--- config.mk ---
export PLATFORM = sky130hd
export DESIGN_NAME = uart_cmd_parser
export DESIGN_NICKNAME = d
export VERILOG_FILES = /design/src/rtl/uart_cmd_parser.sv
export SDC_FILE = /design/constraint.sdc
export NUM_CORES = 1
export LEC_CHECK = 0
export CORE_UTILIZATION = 55
export DETAILED_ROUTE_END_ITERATION = 7
export GPL_TIMING_DRIVEN = 0
export PLACE_DENSITY_LB_ADDON = 0.3
export RECOVER_POWER = 100
export SKIP_CTS_REPAIR_TIMING = 1
export SYNTH_ARGS = -nofsm -noshare
export SYNTH_HDL_FRONTEND = slang
export SYNTH_SLANG_ARGS = --single-unit
--- constraint.sdc ---
create_clock -name sys_clk -period 7.6 [get_ports sys_clk]
set_clock_uncertainty 0.2 [all_clocks]
set_input_delay 1.52 -clock sys_clk [delete_from_list [all_inputs] [get_ports sys_clk]]
set_output_delay 1.52 -clock sys_clk [all_outputs]
set_load 0.01 [all_outputs]
--- src/rtl/uart_cmd_parser.sv ---
// uart_cmd_parser: assembles 6-byte command frames (AA 55 ADDR DH DL CSUM)
// from the uart_byte_rx byte stream, validates header and checksum, and emits
// a one-cycle command strobe with address/data. Partial frames that go idle
// for too long are abandoned with a timeout pulse.
module uart_cmd_parser #(
  parameter int unsigned CLK_FREQ      = 50_000_000,
  parameter int unsigned BAUD          = 115_200,
  parameter int unsigned TIMEOUT_BYTES = 4,
  parameter int unsigned TIMEOUT_CLKS  = (CLK_FREQ / BAUD) * 10 * TIMEOUT_BYTES
) (
  input  logic        sys_clk,
  input  logic        sys_rst_n,
  input  logic [7:0]  rx_data,
  input  logic        rx_done,
  output logic        cmd_valid,
  output logic [7:0]  cmd_addr,
  output logic [15:0] cmd_data,
  output logic        csum_err,
  output logic        timeout_err
);

  localparam int unsigned CNT_W = $clog2(TIMEOUT_CLKS + 1);
  // Firing on the edge that would advance the count to TIMEOUT_CLKS-1 puts
  // timeout_err high exactly TIMEOUT_CLKS-1 cycles after the last rx_done.
  localparam logic [CNT_W-1:0] CNT_TC  = CNT_W'(TIMEOUT_CLKS - 2);
  localparam logic [CNT_W-1:0] CNT_MAX = CNT_W'(TIMEOUT_CLKS - 1);

  localparam logic [7:0] HDR1_BYTE = 8'hAA;
  localparam logic [7:0] HDR2_BYTE = 8'h55;

  localparam logic [2:0] S_IDLE = 3'd0;
  localparam logic [2:0] S_HDR2 = 3'd1;
  localparam logic [2:0] S_ADDR = 3'd2;
  localparam logic [2:0] S_DATH = 3'd3;
  localparam logic [2:0] S_DATL = 3'd4;
  localparam logic [2:0] S_CSUM = 3'd5;

  logic [2:0]       state, state_nxt;
  logic [CNT_W-1:0] cnt, cnt_nxt;
  logic [7:0]       addr_sh, dh_sh, dl_sh;
  logic [7:0]       sum_c;
  logic             valid_nxt, cerr_nxt, tmo_nxt;

  assign sum_c = addr_sh + dh_sh + dl_sh;

  // State and idle-timeout counter registers
  always_ff @(posedge sys_clk or negedge sys_rst_n) begin
    if (!sys_rst_n) begin
      state <= S_IDLE;
      cnt   <= '0;
    end else begin
      state <= state_nxt;
      cnt   <= cnt_nxt;
    end
  end

  // Next-state, counter and pulse decode; a received byte beats the timeout
  always_comb begin
    state_nxt = state;
    cnt_nxt   = cnt;
    valid_nxt = 1'b0;
    cerr_nxt  = 1'b0;
    tmo_nxt   = 1'b0;
    if (rx_done) begin
      cnt_nxt = '0;
      case (state)
        S_IDLE: if (rx_data == HDR1_BYTE) state_nxt = S_HDR2;
        S_HDR2: begin
          if (rx_data == HDR2_BYTE)      state_nxt = S_ADDR;
          else if (rx_data != HDR1_BYTE) state_nxt = S_IDLE;
        end
        S_ADDR: state_nxt = S_DATH;
        S_DATH: state_nxt = S_DATL;
        S_DATL: state_nxt = S_CSUM;
        S_CSUM: begin
          state_nxt = S_IDLE;
          if (rx_data == sum_c) valid_nxt = 1'b1;
          else                  cerr_nxt  = 1'b1;
        end
        default: state_nxt = S_IDLE;
      endcase
    end else if (state == S_IDLE) begin
      cnt_nxt = '0;
    end else if (cnt == CNT_TC) begin
      state_nxt = S_IDLE;
      cnt_nxt   = '0;
      tmo_nxt   = 1'b1;
    end else if (cnt != CNT_MAX) begin
      cnt_nxt = cnt + CNT_W'(1);
    end
  end

  // Shadow registers for the frame payload bytes
  always_ff @(posedge sys_clk or negedge sys_rst_n) begin
    if (!sys_rst_n) begin
      addr_sh <= '0;
      dh_sh   <= '0;
      dl_sh   <= '0;
    end else if (rx_done) begin
      if (state == S_ADDR) addr_sh <= rx_data;
      if (state == S_DATH) dh_sh   <= rx_data;
      if (state == S_DATL) dl_sh   <= rx_data;
    end
  end

  // Registered strobes and command payload, updated only on a good frame
  always_ff @(posedge sys_clk or negedge sys_rst_n) begin
    if (!sys_rst_n) begin
      cmd_valid   <= 1'b0;
      csum_err    <= 1'b0;
      timeout_err <= 1'b0;
      cmd_addr    <= '0;
      cmd_data    <= '0;
    end else begin
      cmd_valid   <= valid_nxt;
      csum_err    <= cerr_nxt;
      timeout_err <= tmo_nxt;
      if (valid_nxt) begin
        cmd_addr <= addr_sh;
        cmd_data <= {dh_sh, dl_sh};
      end
    end
  end

endmodule

**After elaboration in Yosys (flattened, before gate mapping)**

Cells that the tools add are included.

- Bits of input ports: 11
- Register bits after elaboration: 69
- Output and inout bits: 27

- Equality and inequality tests: 14
- Mux-type cells: 20
- Reduce and logical (&&, ||, !) cells: 7
- $add $sub $neg: 3

Operators with widths:

| cell | count |
|---|---|
| 15-bit two-way mux | 4 |
| 3-bit two-way mux | 6 |
| 8-bit adder | 2 |
| 15-bit by 1-bit adder with 15-bit output (second input constant) | 1 |
| 15-bit equality test (second input constant) | 1 |
| 15-bit inequality test (second input constant) | 1 |
| 3-bit one-hot mux with 5 select lines | 1 |
| 1-bit two-way mux | 9 |
| 8-bit by 7-bit equality test with 1-bit output (second input constant) | 1 |
| 8-bit equality test | 1 |
| 8-bit equality test (second input constant) | 1 |
| 8-bit inequality test (second input constant) | 1 |
| 3-bit by 2-bit equality test with 1-bit output (second input constant) | 2 |
| 3-bit equality test (second input constant) | 2 |
| 2-bit AND reduction | 3 |
| 2-bit inequality test (second input constant) | 2 |
| 4-bit inequality test (second input constant) | 1 |
| 4-bit AND reduction | 1 |
| 4-bit nonzero test | 1 |
| 3-bit by 1-bit equality test with 1-bit output (second input constant) | 1 |
| 3-bit logical NOT | 1 |
| 2-bit nonzero test | 1 |

**Longest topological paths before layout**

Gate-level depths: netlist of the first run.

- Depth in word-level cells: 6
- Depth in mapped cells: 10
- Depth with buffers taken out: 9

**Worst setup path before layout of the first run**

No wires, ideal clock.

- Path kind: register to register
- Start: register addr_sh[1]
- End: register cmd_addr[7]
- Cell stages (with the launch flop): 11
- Arrival time: 3.082 ns
- Data required time: 7.275 ns
- Slack: 4.193 ns
- Cell sequence: dfrtp_1 fa_1 ha_1 fa_1 a21o_1 a21oi_1 o21ai_0 xnor2_1 nor4_4 buf_6 mux2_2

- Word-level cells in the longest chain between the ends: 6

Ends and longest elaborated chain:

| what | RTL line | RTL |
|---|---|---|
| start: declaration | 40 | `logic [7:0] addr_sh, dh_sh, dl_sh;` |
| start signal: assignment | 100 | `if (state == S_ADDR) addr_sh <= rx_data;` |
| 8-bit adder (2 in series) | 44 | `assign sum_c = addr_sh + dh_sh + dl_sh;` |
| 8-bit equality test | 77 | `if (rx_data == sum_c) valid_nxt = 1'b1;` |
| 1-bit two-way mux | 77 |  |
| 1-bit two-way mux | 66 | `case (state)` |
| 1-bit two-way mux | 64 | `if (rx_done) begin` |
| end signal: assignment | 119 | `cmd_addr <= addr_sh;` |
| end: declaration | 16 | `output logic [7:0] cmd_addr,` |

Every way passes these cells.
A chain may end at the register's enable or synchronous reset.

**Worst setup path in the final report of the first run**

- Start: input port rx_data[2]
- End: register cmd_data[12]

- Word-level cells in the longest chain between the ends: 4

Ends and longest elaborated chain:

| what | RTL line | RTL |
|---|---|---|
| start: declaration | 13 | `input logic [7:0] rx_data,` |
| 8-bit equality test | 77 |  |
| 1-bit two-way mux | 77 |  |
| 1-bit two-way mux | 66 |  |
| 1-bit two-way mux | 64 |  |
| via valid_nxt | 42 | `logic valid_nxt, cerr_nxt, tmo_nxt;` |
| end signal: assignment | 120 | `cmd_data <= {dh_sh, dl_sh};` |
| end: declaration | 17 | `output logic [15:0] cmd_data,` |

The timed path passes the listed nets, and every way through them passes these cells.

==> impl_metrics.sql, run 1 <==
INSERT INTO impl_metrics (metric_group, metric, value, unit) VALUES
('outcome', 'outcome', 'finished, violations left', ''),
('outcome', 'failed_checks', 'max-capacitance violations, max-slew violations', ''),
('routing', 'drc', '0', ''),
('worst_setup_path', 'signal_arrival_time_at_the_worst_endpoint', '4860', 'ps'),
('final_layout', 'drive_above_1_share', '20.4', '%'),
('worst_setup_path', 'worst_ep_required_time', '7640', 'ps'),
('final_layout', 'antenna_cells', '0', ''),
('final_layout', 'area.sequential', '1730', 'µm²'),
('placement', 'io_buffer_count', '36', ''),
('timing', 'setup_tns', '0', 'ps'),
('logic_synthesis', 'postSynthRegisterBits', '69', ''),
('clock_tree', 'clk_latency', '350', 'ps'),
('routing', 'initialDrtViolationCount', '138', ''),
('grt', 'global_route_wire_length_before_repair', '10600', 'µm'),
('timing', 'fin_ws', '2780', 'ps'),
('worst_setup_path', 'depth_of_the_worst_register_to_register_path', '10', ''),
('clock_tree', 'h-tree-depth', '3', ''),
('grt', 'grt_start_max_net_pins', '70', ''),
('timing', 'final.period_utilization', '63.5', '%'),
('floorplan', 'top_level_i_o_count', '38', ''),
('clock_tree', 'clock_path_buffers', '2', ''),
('worst_setup_path', 'crit_path_end_kind', 'flop', ''),
('worst_setup_path', 'timing_worst_setup_path_type', 'in -> reg', ''),
('logic_synthesis', 'yosysTopAreaCellShare', '51.8', '%'),
('placement', 'dp.cells', '374', ''),
('final_layout', 'finalCoreUtilization', '69.6', '%'),
('logic_synthesis', 'yosys-top-cells-area', 'dfrtp_1 52%, mux2_2 16%, fa_1 4.8%, xnor2_1 4.2%, ha_1 3.0%', ''),
('final_layout', 'multi_input_area', '1540', 'µm²'),
('placement', 'post-place-ws', '3380', 'ps'),
('final_layout', 'finish.cell_count_without_fillers', '390', ''),
('timing', 'timing.final.hold_violations', '0', ''),
('run', 'timing.max_cap.violations', '1', ''),
('logic_synthesis', 'synth.cells.most_frequent', '69 x dfrtp_1, 46 x mux2_2, 24 x nor2_1', ''),
('logic_synthesis', 'synthArstFlopShare', '100', '%'),
('clock_tree', 'clk_transition_reported_paths', '70', 'ps'),
('min_path', 'min-delay-start', 'cmd_data[2]', ''),
('floorplan', 'fp-row-count', '27', ''),
('timing', 'timing.hold.ws', '284', 'ps'),
('grt', 'grt_antenna_before_repair', '0', ''),
('worst_setup_path', 'crit_path_start_kind', 'input pin', ''),
('routing', 'num_vias', '2180', ''),
('worst_setup_path', 'r2r_setup_slack', '2790', 'ps'),
('floorplan', 'die_height', '79.9', 'µm'),
('routing', 'drt_first_pass_iters', '4', ''),
('power', 'power_density', '325', 'nW/µm²'),
('final_layout', 'final_layout_net_count', '340', ''),
('floorplan', 'initial_utilization', '58.8', '%'),
('worst_setup_path', 'critical_path_maximum_fanout', '10', ''),
('logic_synthesis', 'synth_warnings', '0', ''),
('timing', 'timing.slew.headroom', '-137', '%'),
('timing', 'unrepaired_setup_endpoints_after_global_routing', 'false', ''),
('logic_synthesis', 'synth_area_leader_cell', 'dfrtp_1', ''),
('clock_tree', 'tritoncts.num_buffers', '9', ''),
('power', 'max-vdd-ir-drop', '0.000243', 'V'),
('min_path', 'holdPathStages', '1', ''),
('logic_synthesis', 'mean_instance_size_in_the_synthesized_netlist', '12.5', 'µm²'),
('min_path', 'timing.hold.worst_endpoint', 'cmd_data[2]', ''),
('logic_synthesis', 'yosys.cell_count.top_type', 'dfrtp_1', ''),
('placement', 'globalplace.congestion', '0.731', ''),
('logic_synthesis', 'postSynthCellCount', '266', ''),
('clock_tree', 'clockRootBuffer', 'clkbuf_8', ''),
('routing', 'detail-route-antenna-nets', '0', ''),
('timing', 'slew_viol_final', '70', ''),
('timing', 'final_critical_path_required_period', '4820', 'ps'),
('routing', 'vias_per_cell', '5.59', ''),
('final_layout', 'final_design_area_no_fill', '3950', 'µm²'),
('final_layout', 'fillCellCount', '427', ''),
('grt', 'first_global_vias', '2200', ''),
('logic_synthesis', 'synth_enable_flop_cells', '0', ''),
('grt', 'groute.usage.overall', '22.8', '%'),
('worst_setup_path', 'worst_r2r_endpoint', 'cmd_data[12]', '');
-- state kept, by name, indices dropped and copies added (netlist names) --
| register | cells |
|---|---|
| cnt | 15 |
| dl_sh | 8 |
| cmd_addr | 8 |
| csum_err | 1 |
| timeout_err | 1 |
| addr_sh | 8 |
| state | 3 |
| cmd_data | 16 |
| cmd_valid | 1 |
| dh_sh | 8 |
-- how the worst max path moves through the flow --
stage	startpoint	end	slack, ps	depth (start not counted)
after floorplan	addr_sh[1]	cmd_addr[7]	4190	10
after global placement	sys_rst_n	cmd_addr[7]	2560	1
after detailed placement	rx_data[2]	cmd_data[7]	3380	7
after CTS	rx_data[2]	cmd_data[15]	3760	7
after global routing	sys_rst_n	cmd_data[13]	2170	1
final	rx_data[2]	cmd_data[12]	2780	7
-- report_power, final --
group / switching [mW] / internal [mW]
registers: 0.0599 / 0.427
logic: 0.240 / 0.256
clock network: 0.146 / 0.152
-- worst max-delay path: stages --
cell and delay [ps]:
clkdlybuf4s50_1 520, xor2_1 210, nor4_1 330, nand3_1 170
nor4_1 1060, clkbuf_1 630, mux2_2 420
-- metal layers --
layer  GRT usage [%]  vias up  part of all wire (%)
met1            30.7     1092                    47
li1                -     1029                     -
met2            35.3       49                    46
met4            9.64        0                   1.7
met3            5.49       10                   4.7
met5               0        -                     0
-- logic make-up after synthesis --
family / after synthesis / share of synthesized area [%]
AND/OR/NAND/NOR: 76 / 12.2
flip-flops: 69 / 51.8
multiplexers: 49 / 16.5
XOR/XNOR: 25 / 6.56
AO/OA/AOI/OAI: 21 / 3.64
adder cells (fa/ha/maj): 16 / 7.80
buffers and inverters: 10 / 1.58
-- cells in the final DEF, fill, tap and decap left out, types with 2 or more instances in the layout --
cell	instances
clkdlybuf4s50_1	6
mux2_2	45
xor2_1	9
nand4_1	5
clkinvlp_4	3
dfrtp_1	69
nor3_1	6
mux2_1	3
dlygate4sd3_1	29
or2_2	2
nor4_1	3
clkbuf_1	8
xnor2_1	16
nor4b_1	2
nand2b_1	5
nand4b_1	2
fa_1	8
and3_1	4
nand3_1	7
o21ai_0	7
nand2_1	11
inv_1	3
ha_1	8
a21oi_1	9
nor2_1	24
clkbuf_8	9
-- final cells by class --
cell class	instances	area share, %
sequential	69	43.7
multi-input combinational	187	39.0
timing repair buffer	36	8.97
clock buffer	9	3.14
tap	72	2.28
clock inverter	7	1.90
buffer	7	0.665
inverter	3	0.285
Note: power is estimated with default switching activity, not from simulation.
==> inputs of run 2 (changes only) <==
Clock period 7.6 ns to 4.65 ns, I/O delays scaled along.
==> impl_metrics.sql, run 2 (synthesis gave the netlist of run 1 again) <==
INSERT INTO impl_metrics (metric_group, metric, value, unit) VALUES
('outcome', 'outcome', 'finished, violations left', ''),
('outcome', 'failed_checks', 'max-capacitance violations, max-slew violations', ''),
('routing', 'detail-route-antenna-nets', '0', ''),
('placement', 'detailed_place_hpwl', '4230', 'µm'),
('worst_setup_path', 'crit_path_end_kind', 'flop', ''),
('final_layout', 'finish.cell_count_without_fillers', '390', ''),
('routing', 'routed_wire_length_per_instance', '15.9', 'µm'),
('timing', 'setup_tns', '0', 'ps'),
('final_layout', 'final_cell_mix', '69 x dfrtp_1, 45 x mux2_2, 29 x dlygate4sd3_1, 24 x nor2_1, 16 x xnor2_1', ''),
('power', 'max-vdd-ir-drop', '0.000401', 'V'),
('grt', 'grt_start_max_net_pins', '70', ''),
('power', 'power_density', '530', 'nW/µm²'),
('timing', 'final.period_utilization', '87.5', '%'),
('placement', 'globalplace.congestion', '0.731', ''),
('floorplan', 'die_x', '79.9', 'µm'),
('floorplan', 'initial_utilization', '58.8', '%'),
('worst_setup_path', 'cp_num_buf_inv', '1', ''),
('timing', 'fin_ws', '582', 'ps'),
('timing', 'final_critical_path_required_period', '4070', 'ps'),
('final_layout', 'drive_above_1_share', '21.7', '%'),
('clock_tree', 'tritoncts', 'built', ''),
('grt', 'globalRouteOverflowTotal', '0', ''),
('clock_tree', 'clockRootBuffer', 'clkbuf_8', ''),
('clock_tree', 'clk_latency', '360', 'ps'),
('worst_setup_path', 'critical_path_maximum_fanout', '10', ''),
('routing', 'routed_wl', '6220', 'µm'),
('worst_setup_path', 'signal_arrival_time_at_the_worst_endpoint', '4110', 'ps'),
('routing', 'num_vias', '2190', ''),
('run', 'timing.max_cap.violations', '1', ''),
('final_layout', 'largest_register_by_flop_count', 'cmd_data', ''),
('clock_tree', 'clock_path_buffers', '2', ''),
('final_layout', 'final_design_area_no_fill', '3970', 'µm²'),
('routing', 'initialDrtViolationCount', '131', ''),
('worst_setup_path', 'chain_of_cells_forming_the_critical_path', 'fa_1 -> ha_1 -> fa_1 -> xnor2_1 -> xnor2_1 -> nor4_1 -> nand3_1 -> nor4_2 -> buf_6 -> mux2_2', ''),
('placement', 'dp.cells', '374', ''),
('timing', 'timing.final.hold_violations', '0', ''),
('timing', 'worst_slew_pin_slew', '1670', 'ps'),
('timing', 'unrepaired_setup_endpoints_after_global_routing', 'false', ''),
('worst_setup_path', 'crit_path_start_kind', 'flop', ''),
('floorplan', 'core', '5680', 'µm²'),
('power', 'post-layout-total-power', '2.10', 'mW'),
('timing', 'timing.slew.headroom', '-11.0', '%'),
('final_layout', 'synthToLayoutAreaGrowth', '19.1', '%'),
('timing', 'slew_viol_final', '70', ''),
('final_layout', 'finalCoreUtilization', '70.0', '%'),
('worst_setup_path', 'slowest_stage', 'nor4_2', ''),
('final_layout', 'antenna_cells', '0', ''),
('worst_setup_path', 'cp_top_family', 'simple AND/OR/NAND/NOR gates', ''),
('clock_tree', 'h-tree-depth', '3', ''),
('final_layout', 'most_common_library_cell_in_the_layout_ignoring_fill_and_taps', 'dfrtp_1', ''),
('min_path', 'min-delay-path-class', 'reg -> reg', ''),
('placement', 'io_buffer_count', '36', ''),
('worst_setup_path', 'slowest_stage_delay_cp', '730', 'ps'),
('routing', 'drc', '0', ''),
('grt', 'first_global_vias', '2200', ''),
('floorplan', 'die-area', '6380', 'µm²'),
('grt', 'global_route_wire_length_before_repair', '10600', 'µm'),
('worst_setup_path', 'timing_worst_setup_path_type', 'reg -> reg', ''),
('floorplan', 'die_height', '79.9', 'µm'),
('clock_tree', 'tritoncts_num_sinks', '69', ''),
('floorplan', 'fp-row-count', '27', ''),
('clock_tree', 'tritoncts.num_buffers', '9', ''),
('power', 'leakagePower', '1.84', 'nW'),
('routing', 'vias_per_cell', '5.62', ''),
('final_layout', 'reg.largest.list', 'cmd_data (16), cnt (15)', ''),
('placement', 'dpl-instance-area', '3780', 'µm²'),
('final_layout', 'final_layout_net_count', '340', ''),
('timing', 'maxClockFrequency', '246', 'MHz'),
('grt', 'groute.usage.overall', '22.8', '%'),
('worst_setup_path', 'worst_ep_required_time', '4690', 'ps'),
('clock_tree', 'clk_transition_reported_paths', '80', 'ps'),
('timing', 'setup-violations-final', '0', ''),
('routing', 'drt_first_pass_iters', '4', ''),
('timing', 'timing.hold.ws', '284', 'ps'),
('floorplan', 'top_level_i_o_count', '38', ''),
('grt', 'grt_antenna_before_repair', '0', ''),
('placement', 'post-place-ws', '845', 'ps'),
('final_layout', 'largest_register_ff_count', '16', '');
-- run 2: changes by cell type in the layout (fill, tap and decap cells not counted) --
cell | before | now
clkbuf_1 | 8 | 5
buf_6 | 0 | 2
clkbuf_2 | 0 | 1
nor4_1 | 3 | 2
nor4_2 | 0 | 1
-- run 2: routing by layer --
layer	wire (µm)	global-route usage [%]	up-vias
met4	106	9.64	0
li1	-	-	1030
met5	0	0	-
met1	2950	30.7	1097
met3	272	5.49	10
met2	2890	35.3	53
-- run 2: final timing paths --
path,startpoint,end,slack [ps],cells after the start
hold / removal,cmd_data[2],cmd_data[2],280,1
setup reg to reg,addr_sh[1],cmd_data[15],580,10
hold reg to reg,cmd_data[2],cmd_data[2],280,1
setup / recovery,addr_sh[1],cmd_data[15],580,10
max in group asynchronous,sys_rst_n,dl_sh[0],2450,1
min in group asynchronous,sys_rst_n,cmd_valid,790,1
-- run 2: cell type report --
type | instances | area [µm²]
plain buffers | 7 | 41.3
inverters | 3 | 11.3
clock buffers | 9 | 124
flip-flops and latches | 69 | 1730
fillers | 422 | 1700
well taps | 72 | 90.1
multi-input cells | 187 | 1550
repair buffers | 36 | 355
clock inverters | 7 | 75.1
-- run 2: power by group --
group,switching (mW),internal [mW]
Sequential,0.0978,0.698
Clock,0.239,0.249
Combinational,0.401,0.420
Total,0.738,1.37
==> inputs of run 3 (changes only) <==
Settings changed: REMOVE_ABC_BUFFERS set to 1, SKIP_CTS_REPAIR_TIMING 1 to unset.
Clock period 4.65 ns to 5.3 ns, I/O delays scaled along.
==> impl_metrics.sql, run 3 (synthesis gave the netlist of run 1 again) <==
INSERT INTO impl_metrics (metric_group, metric, value, unit) VALUES
('timing', 'timing.slew.headroom', '8.31', '%'),
('final_layout', 'largest_register_by_flop_count', 'cmd_data', ''),
('final_layout', 'drive_above_1_share', '21.5', '%'),
('timing', 'maxClockFrequency', '228', 'MHz'),
('grt', 'first_global_vias', '2111', ''),
('final_layout', 'reg.largest.list', 'cmd_data (16), cnt (15)', ''),
('final_layout', 'largest_register_ff_count', '16', ''),
('min_path', 'timing.hold.worst_endpoint', 'cmd_data[3]', ''),
('worst_setup_path', 'timing_worst_setup_path_type', 'reg -> reg', ''),
('worst_setup_path', 'slowest_stage', 'nor4_2', ''),
('worst_setup_path', 'critical_path_maximum_fanout', '14', ''),
('min_path', 'min-delay-start', 'cmd_data[3]', ''),
('run', 'timing.max_cap.violations', '0', ''),
('routing', 'num_vias', '2154', ''),
('floorplan', 'fp-row-count', '27', ''),
('clock_tree', 'cts-resized-gates', '0', ''),
('timing', 'final_critical_path_required_period', '4390', 'ps'),
('routing', 'routed_wire_length_per_instance', '15.2', 'µm'),
('grt', 'global_route_wire_length_before_repair', '10100', 'µm'),
('timing', 'unrepaired_setup_endpoints_after_global_routing', 'false', ''),
('worst_setup_path', 'timing.rr.start', 'addr_sh[1]', ''),
('clock_tree', 'clk_transition_reported_paths', '70', 'ps'),
('floorplan', 'initial_utilization', '58.8', '%'),
('timing', 'setup_tns', '0', 'ps'),
('worst_setup_path', 'chain_of_cells_forming_the_critical_path', 'fa_1 -> ha_1 -> fa_1 -> xnor2_1 -> xnor2_1 -> nor4_1 -> nand3_1 -> nor4_2 -> buf_8 -> mux2_2', ''),
('timing', 'slew_viol_final', '0', ''),
('routing', 'drt_first_pass_iters', '4', ''),
('power', 'power_density', '464', 'nW/µm²'),
('timing', 'final.period_utilization', '82.8', '%'),
('final_layout', 'most_common_library_cell_in_the_layout_ignoring_fill_and_taps', 'dfrtp_1', ''),
('worst_setup_path', 'slowest_stage_delay_cp', '1040', 'ps'),
('grt', 'globalRouteOverflowTotal', '0', ''),
('final_layout', 'fillCellCount', '424', ''),
('clock_tree', 'tritoncts_num_sinks', '69', ''),
('clock_tree', 'clk_latency', '340', 'ps'),
('power', 'post-layout-total-power', '1.83', 'mW'),
('worst_setup_path', 'worst_r2r_endpoint', 'cmd_addr[7]', ''),
('floorplan', 'die-area', '6380', 'µm²'),
('min_path', 'holdPathStages', '1', ''),
('timing', 'setup-violations-final', '0', ''),
('routing', 'routed_wl', '5850', 'µm'),
('final_layout', 'multi_input_area', '1550', 'µm²'),
('min_path', 'min-delay-path-class', 'reg -> reg', ''),
('worst_setup_path', 'depth_of_the_worst_register_to_register_path', '10', ''),
('worst_setup_path', 'crit_path_end_kind', 'flop', ''),
('grt', 'grt_start_max_net_pins', '70', ''),
('floorplan', 'top_level_i_o_count', '38', ''),
('routing', 'initialDrtViolationCount', '81', ''),
('clock_tree', 'clock_path_buffers', '2', ''),
('outcome', 'outcome', 'completed', ''),
('power', 'max-vdd-ir-drop', '0.000256', 'V'),
('clock_tree', 'h-tree-depth', '3', ''),
('clock_tree', 'tritoncts.num_buffers', '9', ''),
('final_layout', 'final_cell_mix', '69 x dfrtp_1, 46 x mux2_2, 30 x dlygate4sd3_1, 24 x nor2_1, 16 x xnor2_1', ''),
('power', 'leakagePower', '1.83', 'nW'),
('worst_setup_path', 'worst_ep_required_time', '5320', 'ps'),
('timing', 'timing.final.hold_violations', '0', ''),
('floorplan', 'core', '5680', 'µm²'),
('floorplan', 'die_height', '79.9', 'µm'),
('final_layout', 'area.sequential', '1730', 'µm²'),
('worst_setup_path', 'signal_arrival_time_at_the_worst_endpoint', '4410', 'ps'),
('clock_tree', 'cts_setup_buffers', '0', ''),
('routing', 'vias_per_cell', '5.61', ''),
('final_layout', 'antenna_cells', '0', ''),
('timing', 'worst_slew_pin_slew', '1360', 'ps'),
('placement', 'detailed_place_hpwl', '4050', 'µm'),
('grt', 'grt_antenna_before_repair', '0', ''),
('clock_tree', 'clockRootBuffer', 'clkbuf_8', ''),
('final_layout', 'final_layout_net_count', '335', ''),
('floorplan', 'die_x', '79.9', 'µm'),
('placement', 'io_buffer_count', '37', ''),
('placement', 'globalplace.congestion', '0.791', ''),
('final_layout', 'synthToLayoutAreaGrowth', '18.1', '%'),
('placement', 'dp.cells', '369', ''),
('final_layout', 'finish.cell_count_without_fillers', '384', ''),
('clock_tree', 'cts-hold-fix-buffers', '0', ''),
('worst_setup_path', 'r2r_setup_slack', '910', 'ps'),
('clock_tree', 'tritoncts', 'built', ''),
('worst_setup_path', 'crit_path_start_kind', 'flop', ''),
('routing', 'drc', '0', ''),
('routing', 'detail-route-antenna-nets', '0', ''),
('grt', 'groute.usage.overall', '21.3', '%');
-- run 3: cell count changes in the layout (fill, tap and decap cells not counted), sizes merged --
cell         previous run  this run
clkbuf                 15        10
clkinv                  2         3
clkinvlp                3         1
dlygate4sd3            29        30
inv                     4         3
-- run 3: worst max-delay path, delay by kind of cell (launching register included) --
family	cells	cell delay (ps)
xor gates and xnor gates	2	320
and+or+nand+nor	3	1550
muxes	1	360
adders and majority gates	3	1180
DFF	1	410
buffers and inverters	1	260
-- run 3: power by group --
part | leakage, nW | internal, mW | total [mW] | switching, mW
sequential | 0.932 | 0.613 | 0.707 | 0.0945
combinational | 0.807 | 0.370 | 0.719 | 0.349
clock | 0.0919 | 0.212 | 0.402 | 0.189
-- run 3: worst max path at each step --
stage | start | to | slack, ps | cells past startpoint
3_5_place_dp | addr_sh[1] | cmd_addr[7] | 1190 | 10
4_1_cts | addr_sh[1] | cmd_addr[7] | 1170 | 10
3_3_place_gp | sys_rst_n | cmd_data[6] | 700 | 1
6_report | addr_sh[1] | cmd_addr[7] | 910 | 10
5_1_grt | addr_sh[1] | cmd_addr[5] | 620 | 10
2_1_floorplan | addr_sh[1] | cmd_addr[0] | 1510 | 9
-- run 3: layer usage --
| layer | GRT usage, % | part of all wire [%] | vias to the layer above | routed length [µm] |
|---|---|---|---|---|
| li1 | - | - | 1024 | - |
| met1 | 28.8 | 47 | 1076 | 2760 |
| met2 | 32.3 | 48 | 43 | 2790 |
| met3 | 5.37 | 3.5 | 11 | 203 |
| met4 | 9.46 | 1.7 | 0 | 97 |
| met5 | 0 | 0 | - | 0 |
-- run 3: cell type report --
class,instances,share of cell area (%)
Clock buffer,10,3.24
Timing Repair Buffer,38,9.72
Clock inverter,5,1.33
Sequential cell,69,43.8
Tap cell,72,2.29
Inverter,3,0.286
Multi-Input combinational cell,187,39.3
-- run 3: through the flow --
step | cell area, µm² | setup slack, ps | utilization [%] | hold slack (ps)
floorplan | 3290 | 1510 | - | 303
global placement | 3750 | 699 | 66.2 | 268
detailed placement | 3770 | 1190 | 66.4 | 285
CTS | 3950 | 1170 | 69.6 | 302
global route | 3940 | 619 | 69.4 | 307
finish | 3940 | 911 | 69.4 | 286
